<file path="config.mk">
export PLATFORM = sky130hd
export DESIGN_NAME = rom_burst_arbiter
export DESIGN_NICKNAME = d
export VERILOG_FILES = /design/src/rtl/rom_burst_arbiter.sv
export SDC_FILE = /design/constraint.sdc
export NUM_CORES = 1
export LEC_CHECK = 0
export ABC_AREA = 1
export CAP_MARGIN = 40
export CORE_MARGIN = 5
export CORE_UTILIZATION = 52
export DETAILED_ROUTE_END_ITERATION = 8
export PLACE_DENSITY = 0.85
export SKIP_CTS_REPAIR_TIMING = 1
export SLEW_MARGIN = 5
export SYNTH_ARGS = -nofsm -noshare
export SYNTH_HDL_FRONTEND = slang
export SYNTH_SLANG_ARGS = --single-unit
</file>
<file path="constraint.sdc">
create_clock -name clk -period 2.9 [get_ports clk]
set_clock_uncertainty 0.05 [all_clocks]
set_input_delay 0.29 -clock clk [delete_from_list [all_inputs] [get_ports clk]]
set_output_delay 0.29 -clock clk [all_outputs]
set_load 0.01 [all_outputs]
</file>
<file path="src/rtl/rom_burst_arbiter.sv">
// rom_burst_arbiter: two-requester round-robin burst reader in front of a
// synchronous ROM (one-cycle read latency). Read beats are staged through a
// 2-entry output FIFO. Start addresses beyond the ROM give a single error beat.
module rom_burst_arbiter #(
    parameter int ROM_DEPTH = 768,
    parameter int AW        = 10,
    parameter int LW        = 4
) (
    input  logic          clk,
    input  logic          rst,
    input  logic          req0_valid,
    output logic          req0_ready,
    input  logic [AW-1:0] req0_addr,
    input  logic [LW-1:0] req0_len,
    input  logic          req1_valid,
    output logic          req1_ready,
    input  logic [AW-1:0] req1_addr,
    input  logic [LW-1:0] req1_len,
    output logic          rom_en,
    output logic [AW-1:0] rom_addr,
    input  logic [7:0]    rom_data,
    output logic          out_valid,
    input  logic          out_ready,
    output logic [7:0]    out_data,
    output logic          out_id,
    output logic          out_last,
    output logic          out_err
);

    typedef enum logic [1:0] {IDLE, BURST, DRAIN} state_t;

    // Widened by one bit so ROM_DEPTH == 2**AW still compares correctly.
    localparam logic [AW:0]   DEPTH_W   = (AW+1)'(ROM_DEPTH);
    localparam logic [AW-1:0] LAST_ADDR = AW'(ROM_DEPTH - 1);

    // FIFO entry layout: {err, last, id, data}
    localparam int EW = 11;

    state_t        state_q;
    logic          prio_q;
    logic [AW-1:0] addr_q;
    logic [LW-1:0] rem_q;
    logic          id_q;
    logic          err_q;

    logic          rd_vld_p1;
    logic          rd_last_p1;

    logic [EW-1:0] fifo_mem [2];
    logic          wr_ptr_q;
    logic          rd_ptr_q;
    logic [1:0]    cnt_q;

    logic          gnt_id;
    logic          accept;
    logic [AW-1:0] sel_addr;
    logic [LW-1:0] sel_len;
    logic          sel_oor;
    logic [1:0]    occ;
    logic          err_push;
    logic          push;
    logic          pop;
    logic [EW-1:0] push_entry;
    logic [EW-1:0] head;

    function automatic logic [AW-1:0] next_addr(input logic [AW-1:0] a);
        return (a == LAST_ADDR) ? '0 : a + AW'(1);
    endfunction

    // Round-robin grant, offered combinationally while idle.
    always_comb begin
        gnt_id     = (req0_valid && req1_valid) ? prio_q : req1_valid;
        accept     = (state_q == IDLE) && (req0_valid || req1_valid) && !rst;
        req0_ready = accept && !gnt_id;
        req1_ready = accept && gnt_id;
        sel_addr   = gnt_id ? req1_addr : req0_addr;
        sel_len    = gnt_id ? req1_len : req0_len;
        sel_oor    = {1'b0, sel_addr} >= DEPTH_W;
    end

    // Read issue throttled so FIFO entries plus reads in flight never exceed two.
    always_comb begin
        occ        = cnt_q + {1'b0, rd_vld_p1};
        rom_en     = (state_q == BURST) && !err_q && (occ < 2'd2);
        rom_addr   = addr_q;
        err_push   = (state_q == BURST) && err_q;
        push       = rd_vld_p1 || err_push;
        push_entry = err_push ? {1'b1, 1'b1, id_q, 8'h00}
                              : {1'b0, rd_last_p1, id_q, rom_data};
        out_valid  = (cnt_q != 2'd0);
        pop        = out_valid && out_ready;
        head       = fifo_mem[rd_ptr_q];
        {out_err, out_last, out_id, out_data} = out_valid ? head : '0;
    end

    // Burst control FSM plus the one-cycle ROM read-valid pipeline.
    always_ff @(posedge clk) begin
        if (rst) begin
            state_q   <= IDLE;
            prio_q    <= 1'b0;
            rd_vld_p1 <= 1'b0;
        end else begin
            // ---- ROM read stage p0 -> p1 ----
            rd_vld_p1  <= rom_en;
            rd_last_p1 <= rom_en && (rem_q == '0);
            case (state_q)
                IDLE: begin
                    if (accept) begin
                        addr_q  <= sel_addr;
                        rem_q   <= sel_len;
                        id_q    <= gnt_id;
                        err_q   <= sel_oor;
                        prio_q  <= ~gnt_id;
                        state_q <= BURST;
                    end
                end
                BURST: begin
                    if (err_q) begin
                        state_q <= DRAIN;
                    end else if (rom_en) begin
                        addr_q <= next_addr(addr_q);
                        rem_q  <= rem_q - LW'(1);
                        if (rem_q == '0) state_q <= DRAIN;
                    end
                end
                DRAIN: begin
                    if (cnt_q == 2'd0 && !rd_vld_p1) state_q <= IDLE;
                end
                default: state_q <= IDLE;
            endcase
        end
    end

    // Output FIFO pointers and occupancy; simultaneous push/pop holds occupancy.
    always_ff @(posedge clk) begin
        if (rst) begin
            wr_ptr_q <= 1'b0;
            rd_ptr_q <= 1'b0;
            cnt_q    <= 2'd0;
        end else begin
            if (push) wr_ptr_q <= ~wr_ptr_q;
            if (pop)  rd_ptr_q <= ~rd_ptr_q;
            case ({push, pop})
                2'b10:   cnt_q <= cnt_q + 2'd1;
                2'b01:   cnt_q <= cnt_q - 2'd1;
                default: cnt_q <= cnt_q;
            endcase
        end
    end

    // FIFO storage; contents are only visible when counted valid.
    always_ff @(posedge clk) begin
        // ---- output capture stage p1 -> FIFO ----
        if (push) fifo_mem[wr_ptr_q] <= push_entry;
    end

endmodule

</file>
# Yosys cells after proc, flatten, opt, wreduce, memory -nomap -nowiden
# Memory sizes are Yosys's and may differ from the RTL's. A register that Yosys moved wholly into a read port is not among the register bits.
# Index checks and enable logic that the tools add are counted.
[word_totals]
ff_bits = 25
ram_bits = 22
out_inout_bits = 25
elab_cells = 86
mem_count = 1
[op_classes]
n_addsub = 5
n_lt_le_gt_ge = 2
eq_ne = 11
muxes = 25
n_bitwise = 4
reduce_logical = 27
[memory_table]
columns = ["memory", "words", "width", "read_ports", "rd_ports_with_merged_regs", "wr", "line", "source"]
rows = [
  ["fifo_mem", 2, 11, 1, 1, 1, "49", "logic [EW-1:0] fifo_mem [2];"],
]
[ops]
columns = ["cell", "count"]
rows = [
  ["$mux 10", 5],
  ["$mux 11", 2],
  ["$pmux 10 s2", 1],
  ["$mux 4", 4],
  ["$logic_and 1x1->1", 11],
  ["$add 10x1->10 const B", 1],
  ["$eq 10x10->1 const B", 1],
  ["$ge 10x10->1 const B", 1],
  ["$mux 2", 5],
  ["$ne 2x2->1 const B", 4],
  ["$pmux 4 s2", 1],
  ["$pmux 2 s3", 1],
  ["$reduce_bool 2->1", 3],
  ["$mux 1", 5],
  ["$reduce_and 5->1", 1],
  ["$eq 2x1->1 const B", 2],
  ["$eq 2x2->1 const B", 2],
  ["$logic_not 1->1", 4],
  ["$logic_not 2->1", 2],
  ["$logic_not 4->1", 1],
  ["$not 1->1", 4],
  ["$pmux 2 s2", 1],
  ["$reduce_and 4->1", 1],
  ["$sub 4x1->4 const B", 1],
  ["other kinds (9)", 10],
]

# Logic depth before layout (Yosys ltp)
# Gate-level depths: netlist of run 1.
[logic_depth]
ltp_word = 6
ltp_mapped = 10
mapped_depth_nobuf = 10

# Worst setup path after synthesis of run 1
# No wires, ideal clock.
[synth_timing]
kind = "register -> register"
from = "reg state_q[0]"
to = "reg rem_q[0] (enable)"
arrival_ns = 1.554
required_time_ns = 2.460
setup_slack_ns = 0.907
stages_incl_launch_ff = 7
n_path_buf = 0
path_cell_list = "dfxtp_1 > inv_2 > nor2_8 > inv_4 > nor2_4 > nand3_2 > a21oi_1"
[synth_between]
elab_chain_cells = 5
[synth_lines]
columns = ["item", "line", "source"]
rows = [
  ["start: declaration", "39", "state_t state_q;"],
  ["start signal: assignment", "99", "state_q <= IDLE;"],
  ["start signal: assignment", "114", "state_q <= BURST;"],
  ["start signal: assignment", "119", "state_q <= DRAIN;"],
  ["$eq 2x1->1 or $logic_not 2->1 (tied branches)", "84, 106, 73", ""],
  ["$logic_and 1x1->1, on equally long branches (2 in a row)", "84, 73", ""],
  ["$ne 2x2->1 (no line)", "--", ""],
  ["$reduce_and 5->1 (no line) *", "--", ""],
  ["end signal: assignment", "110", "rem_q <= sel_len;"],
  ["end signal: assignment", "122", "rem_q <= rem_q - LW'(1);"],
  ["end: declaration", "42", "logic [LW-1:0] rem_q;"],
]
# Mark *: on every way between the ends. The rest lies on a longest branch, timed or not.
# A chain may end at the register's enable or synchronous reset.

# Worst setup path after layout of run 1
[layout_timing]
from = "in req0_valid"
to = "out req0_ready"
[layout_between]
elab_chain_cells = 4
[layout_lines]
columns = ["item", "line", "source"]
rows = [
  ["start: declaration", "11", "input logic req0_valid,"],
  ["$logic_and 1x1->1 or $logic_or 1x1->1 (tied branches)", "72, 73", ""],
  ["$mux 1 or $logic_and 1x1->1 (tied branches)", "72, 73", ""],
  ["$logic_not 1->1 or $logic_and 1x1->1 (tied branches)", "74, 73", ""],
  ["$logic_and 1x1->1 *", "74", "req0_ready = accept && !gnt_id;"],
  ["end: declaration", "12", "output logic req0_ready,"],
]
# Marks and branches as above.

==> qor.csv, run 1 <==
metric,value,unit
CTS root buf,clkbuf_8,
Vias/cell,5.09,
"EDFF count, synth",39,
final setup vio count,0,
main combinational cell family by area after synthesis,simple AND/OR/NAND/NOR gates,
Die W,78.9,um
multi-input logic area,928,sq um
# DRC,0,
worst slew pin tran,0.603,ns
Compound-Gate Fraction of Synth Area,11.6,%
Final Max Tran Viols,0,
Worst EP required,2.56,ns
vias in the first global route,2059,
row cnt,25,
Synth Area in XOR/XNOR,1.77,%
r2r worst-path depth,6,
Switching Fraction,30.5,%
Worst R2R Setup Slack,1.08,ns
status,"complete, no violations",
total gr overflow,0,
1st-iter DRT viols,90,
Pwr per Cell Area,604,nW/um^2
placed cell areas,3170,sq um
Clock power frac,23.8,%
post-synth top area cell,edfxtp_1,
min-delay src,id_q$_DFFE_PP_,
Fmax,419,MHz
Critical Path Start Type,primary input,
fin crit period,2.39,ns
Area Overhead vs Synth,33.0,%
Final Instance Area,3280,sq um
Clock Latency Late Sink,0.29,ns
Worst path max stage delay,0.54,ns
post-synthesis mux area share,0,%
Setup crit end kind,primary output,
Worst Setup Path Type,in2out,
TritonRoute pass-1 iters,4,
H-tree lvl count,2,
"Primary FF master, synth",edfxtp_1,
PortBufs,65,
CTS Buf Count,5,
largest net degree at the start of global routing,20,
HPWL Detailed,4150,um
Critical-path top delay cell,clkdlybuf4s50_1,
Avg WL per Cell,13.7,um
Reg area,1350,sq um
Tcrit/Tclk final,82.4,%
synthesized-area fraction occupied by adder cells,1.52,%
FF-to-FF Start,state_q[0]$_SDFFE_PP0P_,
Synth top area share,47.4,%
CP max FO,19,
post-synthesis simple-gate area fraction,22.8,%
Max-Cap Viols,0,
synth cell count leaders,"nand2_1, edfxtp_1, inv_1, nor2_1, a21oi_1",
CTS tree,built,
layout cells sized above 1,8.02,%
synthesized cell area,2470,sq um
Combinational Power Share,30.0,%
Mean Syn Cell Area,8.85,sq um
sequential share of the synthesized area,54.7,%
Psw,0.000605,W
first-pass GRT wire length,9160,um
clk buf depth,2,
Final Wtd Congestion,0.892,
Flop pwr share,46.2,%
core area,4660,sq um
initial antenna violation count,0,
Initial Util,53.0,%
clk sinks,48,
reg2reg end,fifo_mem[1][6]$_DFFE_PP_,
routed via count,2050,
Post-Syn Nets,323,
"most used cell, CP",clkdlybuf4s50_1,
Die ar.,6230,sq um
WHS Path Cells,0,
Pint,0.00138,W
Hold Crit Class,reg2reg,
Crit path arrival time,2.05,ns
RSZ-0062 raised after global routing,false,
unique cell type count in the Yosys netlist,32,
endpoints failing hold,0,
Ys Warns,0,
Routed Antenna Nets,0,
most frequent cell after synthesis,nand2_1,
Mapped Cells,279,
ranking of synthesized cells by area,"edfxtp_1, nand2_1, dfxtp_1",
fillers,353,
WL final,5530,um
hold path endpoint,fifo_mem[1][8]$_DFFE_PP_,
# IOs,66,
VDD IR max,0.335,mV
CP Cell Sequence,clkdlybuf4s50_1 -> nand2_1 -> nand2_2 -> inv_1 -> nor2_1 -> clkdlybuf4s50_1,
P_leak,1.36,nW
final setup TNS,0,ns
Slew headroom,59.8,%
nets@finish,392,
gr usage total,18.6,%
share of flip-flops with an asynchronous set or reset,0,%
Synth Register Bits,48,
clk slew on worst S/H paths,0.09,ns
DIE HEIGHT,78.9,um
ant diodes,0,
metrics by stage:
step	cells	hold WS (ns)	utilization, %	setup WS [ns]	total power [W]
2_1_floorplan	279	0.309	-	0.907	0.00125
3_3_place_gp	395	0.379	68.1	0.549	0.00151
3_5_place_dp	395	0.394	68.1	0.516	0.00152
4_1_cts	403	0.407	70.5	0.506	0.00200
5_1_grt	403	0.428	70.5	0.417	0.00210
6_report	403	0.402	70.5	0.511	0.00198
cells in the final DEF, fill, tap and decap left out, types with 3 or more instances in the layout:
cell type        count
nor2_1              26
edfxtp_1            39
dfxtp_1              9
o22ai_1              4
o21ai_1              4
clkbuf_8             5
o211ai_1             4
o21ai_0             17
nand3_1             11
nand2_1             70
xnor2_1              3
buf_4                3
ha_1                 3
or2_2                4
inv_1               37
clkdlybuf4s50_1     65
a21oi_1             21
nand2_2              3
metal layers:
metal / part of all wire (%) / global-route usage [%]
met5: 0 / 0
met4: 0.85 / 5.50
met3: 6.1 / 3.85
met2: 53 / 33.1
met1: 40 / 22.8
cell families (layout without fill, tap and decap cells):
| group | Yosys count | after routing |
|---|---|---|
| and+or+nand+nor | 124 | 124 |
| AOI/OAI and AO/OA | 53 | 53 |
| buffers and inverters | 46 | 116 |
| xor gates and xnor gates | 5 | 5 |
| DFF | 48 | 48 |
| adders and majority gates | 3 | 3 |
sequential cells by signal, indices dropped and copies added, names as in the netlist, named ones only:
| register | count |
|---|---|
| state_q | 2 |
| id_q | 1 |
| cnt_q | 2 |
| rd_vld_p1 | 1 |
| prio_q | 1 |
| rom_addr | 10 |
| wr_ptr_q | 1 |
| rd_ptr_q | 1 |
| fifo_mem | 22 |
| err_q | 1 |
| rem_q | 4 |
| rd_last_p1 | 1 |
worst max-delay path: cells and delay by family:
kind | cells | cell delay (ns)
buf+inv | 3 | 1.28
simple gates | 3 | 0.47
power by group through the flow:
stage,registers (W),logic [W],clock network [W]
6_report,0.000915,0.000594,0.000472
5_1_grt,0.000927,0.000666,0.000511
4_1_cts,0.000916,0.000600,0.000483
3_5_place_dp,0.000930,0.000593,0
3_3_place_gp,0.000927,0.000580,0
2_1_floorplan,0.000922,0.000331,0
worst max path at each step:
stage	startpoint	to	slack [ns]	cells after the start
global placement	req0_valid	req0_ready	0.55	6
global route	req0_valid	req0_ready	0.42	6
CTS	req0_valid	req0_ready	0.51	6
finish	req0_valid	req0_ready	0.51	6
detailed placement	req0_valid	req0_ready	0.52	6
floorplan	state_q[0]$_SDFFE_PP0P_	rem_q[0]$_DFFE_PP_	0.91	6
area by class of cell:
type / instances / share of cell area [%]
inverter: 40 / 4.65
tap: 54 / 2.06
multi-input combinational: 185 / 28.3
clock inverter: 3 / 1.30
timing repair buffer: 68 / 20.5
clock buffer: 5 / 2.10
sequential: 48 / 41.1
Note: power is estimated with default switching activity, not from simulation.
==> run 2, diff against run 1 <==
- CORE_UTILIZATION: 52 -> 44
- PLACE_DENSITY: 0.85 -> 0.77
- clock period: 2.9 -> 2.15 ns (I/O delays scaled with it)
==> qor.csv, run 2 (synthesis gave the netlist of run 1 again) <==
metric,value,unit
Critical Path Start Type,flip-flop,
Avg WL per Cell,12.6,um
Pwr per Cell Area,809,nW/um^2
PortBufs,65,
min-delay src,id_q$_DFFE_PP_,
CP endpoint,out_id,
Hold Crit Class,reg2reg,
Initial Util,45.1,%
DIE HEIGHT,84.9,um
Die W,84.9,um
routed via count,2096,
# DRC,0,
Vias/cell,4.90,
Layout Cells excl Fill,428,
Die ar.,7210,sq um
Routed Antenna Nets,0,
Switching Fraction,30.0,%
Flop pwr share,45.2,%
most flop-heavy register,fifo_mem,
VDD IR max,0.347,mV
CTS tree,built,
clk slew on worst S/H paths,0.09,ns
Final Max Tran Viols,0,
nets@finish,399,
total gr overflow,0,
final setup vio count,0,
post-placement cell count,418,
Worst Setup Path Type,reg2out,
WL final,5390,um
clk sinks,48,
Combinational Power Share,30.2,%
Psw,0.000820,W
ant diodes,0,
HPWL Detailed,4050,um
final setup TNS,0,ns
CP max FO,11,
CTS root buf,clkbuf_8,
P_leak,1.40,nW
first-pass GRT wire length,8740,um
CTS Buf Count,5,
Clock Latency Late Sink,0.30,ns
Worst R2R Setup Slack,0.42,ns
Worst EP required,1.88,ns
gr usage total,14.9,%
worst slew pin tran,0.378,ns
"commonest cells after routing, fill and taps aside","nand2_1, clkdlybuf4s50_1, edfxtp_1",
Tcrit/Tclk final,94.8,%
clk buf depth,2,
TritonRoute pass-1 iters,4,
status,"complete, no violations",
Crit path arrival time,1.77,ns
Max-Cap Viols,0,
H-tree lvl count,2,
Setup crit end kind,primary output,
multi-input logic area,931,sq um
number of flip-flops in the largest register,22,
1st-iter DRT viols,102,
reg2reg end,cnt_q[1]$_SDFFE_PP0P_,
r2r worst-path depth,10,
Pint,0.00191,W
Clock power frac,24.7,%
# IOs,66,
endpoints failing hold,0,
largest net degree at the start of global routing,19,
Reg area,1350,sq um
initial antenna violation count,0,
Fmax,490,MHz
fillers,473,
vias in the first global route,1955,
Slew headroom,74.6,%
Area Overhead vs Synth,36.8,%
"most common cell after layout, fill and taps aside",nand2_1,
fin crit period,2.04,ns
Final Wtd Congestion,0.799,
core area,5470,sq um
row cnt,27,
FF-to-FF Start,state_q[1]$_SDFFE_PP0P_,
layout cells sized above 1,11.0,%
run 2: cell count changes in the layout (fill, tap and decap cells not counted):
cell and delta:
buf_4 +7, clkbuf_8 +1, clkinv_1 -1, clkinvlp_4 +1, dfxtp_1 -1, dfxtp_2 +1
inv_1 -1, nor2_1 -1, nor2_2 +1
run 2: area by class of cell:
cell class                      count  share of cell area (%)
Clock inverter                      2                    1.15
Timing Repair Buffer               75                    21.5
Inverter                           40                    4.63
Tap cell                           72                    2.67
Multi-Input combinational cell    185                    27.6
Clock buffer                        6                    2.45
Sequential cell                    48                    40.1
run 2: how the worst min path moves through the flow:
stage                                     endpoint  slack [ns]  depth (start not counted)
after floorplan            state_q[0]$_SDFFE_PP0P_        0.23                          1
after global placement    fifo_mem[1][8]$_DFFE_PP_        0.37                          0
after CTS                    rd_ptr_q$_SDFFE_PP0P_        0.42                          1
after detailed placement  fifo_mem[0][8]$_DFFE_PP_        0.40                          0
after global routing                     flip-flop        0.44                          1
final                     fifo_mem[0][8]$_DFFE_PP_        0.42                          0
run 2: critical path, cell delays in order (launching register included):
cell and delay, ns:
dfxtp_1 0.51, clkinvlp_4 0.30, nand2_1 0.12, a21oi_1 0.08
clkdlybuf4s50_1 0.48
run 2: power by group through the flow:
stage          clock network, W  registers [W]  logic (W)
6_report               0.000674        0.00123   0.000825
5_1_grt                0.000728        0.00125   0.000911
4_1_cts                0.000680        0.00123   0.000818
3_5_place_dp                  0        0.00125   0.000812
3_3_place_gp                  0        0.00125   0.000801
2_1_floorplan                 0        0.00124   0.000446
run 2: layer usage:
metal  up-vias  routed length [um]  track usage, %
li1       1076                   -               -
met4         0                  44            3.45
met5         -                   0               0
met1       948                2350            18.9
met3         5                 416            4.08
met2        67                2580            25.4
run 2: per-stage QoR:
step / instance area (sq um) / total power (W) / hold WS (ns) / util (%) / worst slack (ns)
floorplan: 2470 / 0.00169 / 0.234 / - / 0.157
global placement: 3230 / 0.00205 / 0.373 / 59.1 / 0.224
detailed placement: 3230 / 0.00206 / 0.397 / 59.1 / 0.168
CTS: 3350 / 0.00273 / 0.420 / 61.3 / -0.0334
global route: 3380 / 0.00289 / 0.435 / 61.7 / -0.00657
finish: 3380 / 0.00273 / 0.417 / 61.7 / 0.111
==> run 3, diff against run 2 <==
- GPL_ROUTABILITY_DRIVEN: default -> 1
==> results of run 3 <==
Final layout, timing and power as in run 2 (identical DEF).
